`src/rtl/seq_det_pkg.sv`:
```
// Shared definitions for the sequence-detector path: default widths and a
// saturating increment used by the statistics counters.
package seq_det_pkg;

  localparam int unsigned TS_WIDTH_DEF   = 16;
  localparam int unsigned FIFO_DEPTH_DEF = 8;
  localparam int unsigned CNT_WIDTH_DEF  = 16;

  // Increment value, holding at the all-ones value of a counter that is
  // `width` bits wide (width 1..32).
  function automatic logic [31:0] sat_inc(input logic [31:0] value,
                                          input int unsigned width);
    logic [31:0] max_val;
    if (width >= 32) begin
      max_val = '1;
    end else begin
      max_val = (32'd1 << width) - 32'd1;
    end
    if (value >= max_val) begin
      return max_val;
    end else begin
      return value + 32'd1;
    end
  endfunction

endpackage

```
`src/rtl/seq_evt_fifo.sv`:
```
// First-word-fall-through event queue. Pointers carry one extra wrap bit so
// full and empty fall out of a pointer compare; occupancy is their difference.
module seq_evt_fifo #(
  parameter int unsigned DW    = 16,
  parameter int unsigned DEPTH = 8
) (
  input  logic                       clk,
  input  logic                       rst,
  input  logic                       clr,
  input  logic                       push,
  input  logic                       pop,
  input  logic [DW-1:0]              wr_data,
  output logic [DW-1:0]              rd_data,
  output logic                       full,
  output logic                       empty,
  output logic [$clog2(DEPTH):0]     level
);

  localparam int unsigned AW = $clog2(DEPTH);

  logic [AW:0]   wr_ptr_q, wr_ptr_d;
  logic [AW:0]   rd_ptr_q, rd_ptr_d;
  logic [DW-1:0] mem_q [DEPTH];
  logic          push_ok;
  logic          pop_ok;

  assign empty = (wr_ptr_q == rd_ptr_q);
  assign full  = (wr_ptr_q[AW] != rd_ptr_q[AW]) &&
                 (wr_ptr_q[AW-1:0] == rd_ptr_q[AW-1:0]);
  assign level = wr_ptr_q - rd_ptr_q;

  // A push into a full queue is only legal when the head leaves the same cycle.
  assign pop_ok  = pop & ~empty;
  assign push_ok = push & (~full | pop_ok);

  // Head is read straight from storage; zero when nothing is queued.
  assign rd_data = empty ? '0 : mem_q[rd_ptr_q[AW-1:0]];

  // Next pointer values; clear wins over any push or pop.
  always_comb begin
    wr_ptr_d = wr_ptr_q;
    rd_ptr_d = rd_ptr_q;
    if (clr) begin
      wr_ptr_d = '0;
      rd_ptr_d = '0;
    end else begin
      if (push_ok) wr_ptr_d = wr_ptr_q + (AW+1)'(1);
      if (pop_ok)  rd_ptr_d = rd_ptr_q + (AW+1)'(1);
    end
  end

  // Pointer registers.
  always_ff @(posedge clk or posedge rst) begin
    if (rst) begin
      wr_ptr_q <= '0;
      rd_ptr_q <= '0;
    end else begin
      wr_ptr_q <= wr_ptr_d;
      rd_ptr_q <= rd_ptr_d;
    end
  end

  // Storage write; contents need no reset because empty masks the output.
  always_ff @(posedge clk) begin
    if (push_ok && !clr) begin
      mem_q[wr_ptr_q[AW-1:0]] <= wr_data;
    end
  end

endmodule

```
`src/rtl/seq_match_reporter.sv`:
```
// Timestamps each detector hit, queues it for a valid/ready consumer and keeps
// saturating match/drop statistics plus a sticky overflow flag.
module seq_match_reporter
  import seq_det_pkg::*;
#(
  parameter int unsigned TS_WIDTH   = TS_WIDTH_DEF,
  parameter int unsigned FIFO_DEPTH = FIFO_DEPTH_DEF,
  parameter int unsigned CNT_WIDTH  = CNT_WIDTH_DEF
) (
  input  logic                          clk,
  input  logic                          rst,
  input  logic                          hit_in,
  input  logic                          en,
  input  logic                          clr,
  output logic                          evt_valid,
  input  logic                          evt_ready,
  output logic [TS_WIDTH-1:0]           evt_ts,
  output logic [$clog2(FIFO_DEPTH):0]   fifo_level,
  output logic [CNT_WIDTH-1:0]          match_count,
  output logic [CNT_WIDTH-1:0]          drop_count,
  output logic                          overflow
);

  logic [TS_WIDTH-1:0]  ts_q, ts_d;
  logic [CNT_WIDTH-1:0] match_count_q, match_count_d;
  logic [CNT_WIDTH-1:0] drop_count_q, drop_count_d;
  logic                 overflow_q, overflow_d;

  logic hit;
  logic pop;
  logic push;
  logic drop;
  logic fifo_full;
  logic fifo_empty;

  assign hit       = en & hit_in;
  assign evt_valid = ~fifo_empty;
  assign pop       = evt_valid & evt_ready;
  assign push      = hit & (~fifo_full | pop);
  assign drop      = hit & fifo_full & ~pop;

  seq_evt_fifo #(
    .DW    (TS_WIDTH),
    .DEPTH (FIFO_DEPTH)
  ) u_fifo (
    .clk     (clk),
    .rst     (rst),
    .clr     (clr),
    .push    (push),
    .pop     (pop),
    .wr_data (ts_q),
    .rd_data (evt_ts),
    .full    (fifo_full),
    .empty   (fifo_empty),
    .level   (fifo_level)
  );

  // Timestamp, statistics and overflow next state; clear overrides a same-cycle hit.
  always_comb begin
    ts_d          = ts_q;
    match_count_d = match_count_q;
    drop_count_d  = drop_count_q;
    overflow_d    = overflow_q;
    if (clr) begin
      ts_d          = '0;
      match_count_d = '0;
      drop_count_d  = '0;
      overflow_d    = 1'b0;
    end else begin
      if (en) ts_d = ts_q + TS_WIDTH'(1);
      if (hit) begin
        match_count_d = CNT_WIDTH'(sat_inc(32'(match_count_q), CNT_WIDTH));
      end
      if (drop) begin
        drop_count_d = CNT_WIDTH'(sat_inc(32'(drop_count_q), CNT_WIDTH));
        overflow_d   = 1'b1;
      end
    end
  end

  // State registers.
  always_ff @(posedge clk or posedge rst) begin
    if (rst) begin
      ts_q          <= '0;
      match_count_q <= '0;
      drop_count_q  <= '0;
      overflow_q    <= 1'b0;
    end else begin
      ts_q          <= ts_d;
      match_count_q <= match_count_d;
      drop_count_q  <= drop_count_d;
      overflow_q    <= overflow_d;
    end
  end

  assign match_count = match_count_q;
  assign drop_count  = drop_count_q;
  assign overflow    = overflow_q;

endmodule

```
`config.mk`:
```
export PLATFORM = sky130hd
export DESIGN_NAME = seq_match_reporter
export DESIGN_NICKNAME = d
export VERILOG_FILES = /design/src/rtl/seq_det_pkg.sv /design/src/rtl/seq_evt_fifo.sv /design/src/rtl/seq_match_reporter.sv
export SDC_FILE = /design/constraint.sdc
export NUM_CORES = 1
export LEC_CHECK = 0
export ABC_AREA = 0
export CAP_MARGIN = 10
export CORE_MARGIN = 2
export CORE_UTILIZATION = 56
export CTS_CLUSTER_SIZE = 24
export DETAILED_ROUTE_END_ITERATION = 16
export PLACE_DENSITY = 0.83
export SYNTH_ARGS = -nofsm -noshare
export SYNTH_HDL_FRONTEND = slang
export SYNTH_SLANG_ARGS = --single-unit
```
`constraint.sdc`:
```
create_clock -name clk -period 4.2 [get_ports clk]
set_input_delay 0.84 -clock clk [delete_from_list [all_inputs] [get_ports clk]]
set_output_delay 0.84 -clock clk [all_outputs]
set_load 0.02 [all_outputs]
```
==> impl_metrics.csv <==
group,metric,value,unit
timing,holdWs,0.5258,ns
finish,layout.nets,675,
flow_run,drv_cap,0,
clocking,htreeDepth,4,
die,initial_core_util,56.92,%
timing,rsz0062_at_grt,"false",
timing,finalClockSkew,0.008088,ns
critical_path,cpMostUsedCell,"buf_4",
clocking,ctsHoldBuffers,0,
finish,drive_above_1_share,14.26,%
logic_synthesis,synthFlopType,"edfxtp_1",
clocking,clock_sinks,185,
die,die_w,125.1,um
grt,antenna_found_initial,0,
clocking,cts_buffer_depth,2,
clocking,cts_root_buf,"clkbuf_16",
logic_synthesis,postSynthCellCount,597,
finish,final_cells,857,
critical_path,cp_cell_sequence,"buf_4, clkinv_1, ha_1, nand3_1, nor2_1, buf_4, a21oi_1, clkdlybuf4s50_1",
critical_path,path_buf_inv,4,
detailed_routing,totalWireLength,17.87,mm
timing,finalHoldViolations,0,
logic_synthesis,ys_seq_elements,185,
timing,tightestPinTransition,0.9212,ns
place,dpl.hpwl,10.76,mm
die,row_count,44,
critical_path,crit_type,"flip-flop to primary output",
critical_path,max_stage_delay,0.62,ns
grt,grt_pass1_wl,28.61,mm
timing,finalSetupTns,0,ns
clocking,clk_pin_slew_worst_paths,0.07,ns
logic_synthesis,yosysUniqueCellTypes,54,
clocking,insertion_delay,0.43,ns
finish,final_cell_area,9600,um^2
detailed_routing,wl_per_cell,20.85,um
clocking,cts-resized-gates,0,
place,postPlaceCellArea,9015,um^2
detailed_routing,final_antenna_net_count,0,
critical_path,setup.worst_path.start_class,"flip-flop",
critical_path,worstPathArrival,2.85,ns
clocking,cts_setup_buffers,0,
logic_synthesis,ys_warn_count,0,
timing,max_freq,271.2,MHz
logic_synthesis,ys_seq_area_share,64.19,%
finish,fill_cells,1017,
finish,diodes,0,
logic_synthesis,async_flop_share,30.81,%
timing,relSlewSlack,38.50,%
logic_synthesis,synth_edf_count,128,
power,irDropWorstVdd,0.3318,mV
clocking,cts_buffers,17,
timing,finalCritPeriodShare,87.80,%
place,routabilityCongestion,0.8903,
timing,maxSlewViolCount,0,
power,power.density,417.6,nW/um^2
die,die_h,125.1,um
detailed_routing,remaining_drc_errors,0,
place,io_buffers,59,
clocking,cts_tree,"built",
hold_path,hold_path.class,"flip-flop to flip-flop",
timing,min_period,3.688,ns
critical_path,crit_path_end_kind,"primary output",
place,place_inst,825,
grt,grt_max_degree,48,
die,die-area,15650,um^2
logic_synthesis,synth.cell_area,8210,um^2
finish,post-route-util,66.56,%
logic_synthesis,avgSynthCellArea,13.75,um^2
grt,first_global_vias,5489,
logic_synthesis,synth_fp_nets,612,
critical_path,critPathMaxFanout,18,
detailed_routing,drt-vias-per-instance,6.238,
die,io_pins,60,
detailed_routing,drt-initial-drc-count,465,
die,core_region_area,14420,um^2
timing,final-setup-viol-count,0,
critical_path,crit_required,3.36,ns
grt,grt-ovfl-total,0,
critical_path,crit_slowest_cell,"clkdlybuf4s50_1",
outcome,status,"complete, no violations",
critical_path,cp_top_family,"buffers and inverters",
finish,syn_to_final_growth,16.93,%
power,leakage,3.379,nW
detailed_routing,vias,5346,
detailed_routing,drtPass1Iterations,5,
grt,grt_usage,23.60,%
==> worst paths after layout <==
check | cells past startpoint | end | start | slack, ns
setup / recovery | 8 | evt_ts[15] | u_fifo.rd_ptr_q[2] | 0.51
hold / removal | 2 | overflow | overflow | 0.53
setup reg to reg | 7 | drop_count[15] | u_fifo.rd_ptr_q[2] | 1.47
hold reg to reg | 2 | overflow | overflow | 0.53
max in group asynchronous | 3 | ts_q[3] | rst | 2.50
min in group asynchronous | 2 | match_count[9] | rst | 0.92
==> final cells by class <==
class / instances / area [um^2] / area share, %
Timing Repair Buffer: 74 / 698.2 / 7.272
Inverter: 31 / 116.4 / 1.212
Clock inverter: 13 / 121.4 / 1.264
Multi-Input combinational cell: 351 / 2699 / 28.11
Sequential cell: 185 / 5271 / 54.91
Tap cell: 184 / 230.2 / 2.398
Clock buffer: 19 / 464.2 / 4.835
==> stage by stage <==
step | total power [mW] | worst slack, ns
after floorplan | 2.305 | 0.7397
after global placement | 2.478 | 1.099
after detailed placement | 2.486 | 0.9731
after CTS | 4.035 | 0.5025
after global routing | 4.146 | 0.3587
final | 4.009 | 0.5123
==> power by group <==
part / internal [mW] / leakage [nW] / switching (mW)
combinational: 0.209 / 1.12 / 0.264
clock: 0.836 / 0.290 / 0.731
sequential: 1.95 / 1.97 / 0.0138
==> worst min-delay path, stage by stage (launching register included) <==
cell and delay [ns]:
dfrtp_1 0.38, inv_1 0.05, o21ai_0 0.06
==> registers in the layout (all words and copies together), names as in the netlist <==
register,flops
drop_count,16
match_count,16
overflow,1
ts_q,16
u_fifo.mem_q,128
u_fifo.rd_ptr_q,4
u_fifo.wr_ptr_q,4
==> cells by family (layout without fill, tap and decap cells) <==
family                   Yosys count  after routing  share of synthesized area (%)
multiplexers                      34             34                          9.022
AO/OA/AOI/OAI                    101            101                          8.092
adder cells (fa/ha/maj)            9              9                          1.463
flip-flops                       185            185                          64.19
AND/OR/NAND/NOR                  186            186                          11.84
buffers and inverters             61            137                          3.063
XOR/XNOR                          21             21                          2.332
==> per-layer routing <==
layer,GRT usage [%],up-vias,share of wire [%]
met3,4.921,30,5.2
met5,0,-,0
li1,-,2407,-
met4,8.627,0,1.9
met2,40.51,221,53
met1,30.02,2688,40
==> placed cells by master (no fill, tap or decap), drive strengths merged, types with 2 or more instances in the layout <==
cell type      count
o31ai              4
o211ai             4
ha                 8
clkdlybuf4s50     58
nor4              11
a211oi             5
and4b              4
a41oi              3
nand3             16
or3                2
nor2b              2
dfrtp             57
inv               40
and2               4
a21oi             33
and3               7
edfxtp           128
clkinv             3
a311o              2
buf               16
o2bb2ai            7
mux2i              2
nand2             53
xor2              13
a31oi              6
or4                3
o21ai             24
clkbuf            19
xnor2              8
nor2              43
nor3              19
mux4              32
nand4             14
nand4b             2
and4               3
a221oi             7
==> synth_stat cells (all sizes together) (2+ instances only) <==
cell type / n / area share, %
mux2i: 2 / 0.24
nand3: 16 / 1.1
ha: 8 / 1.2
or4: 3 / 0.27
nand4b: 2 / 0.21
nor3: 19 / 1.2
a311o: 2 / 0.24
a21oi: 33 / 2.0
a31oi: 6 / 0.46
nor4: 11 / 1.2
and3: 7 / 0.53
nor2b: 2 / 0.15
dfrtp: 57 / 17
o21ai: 24 / 1.5
nor2: 43 / 2.0
xor2: 13 / 1.5
mux4: 32 / 8.8
nand2: 53 / 2.4
and4: 3 / 0.32
o31ai: 4 / 0.37
or3: 2 / 0.15
and4b: 4 / 0.49
edfxtp: 128 / 47
o2bb2ai: 7 / 0.75
buf: 14 / 0.91
a221oi: 7 / 0.90
o211ai: 4 / 0.37
and2: 4 / 0.30
xnor2: 8 / 0.85
nand4: 14 / 1.2
a41oi: 3 / 0.32
clkbuf: 16 / 0.73
a211oi: 5 / 0.46
inv: 30 / 1.4
(Power assumes the default switching activity.)
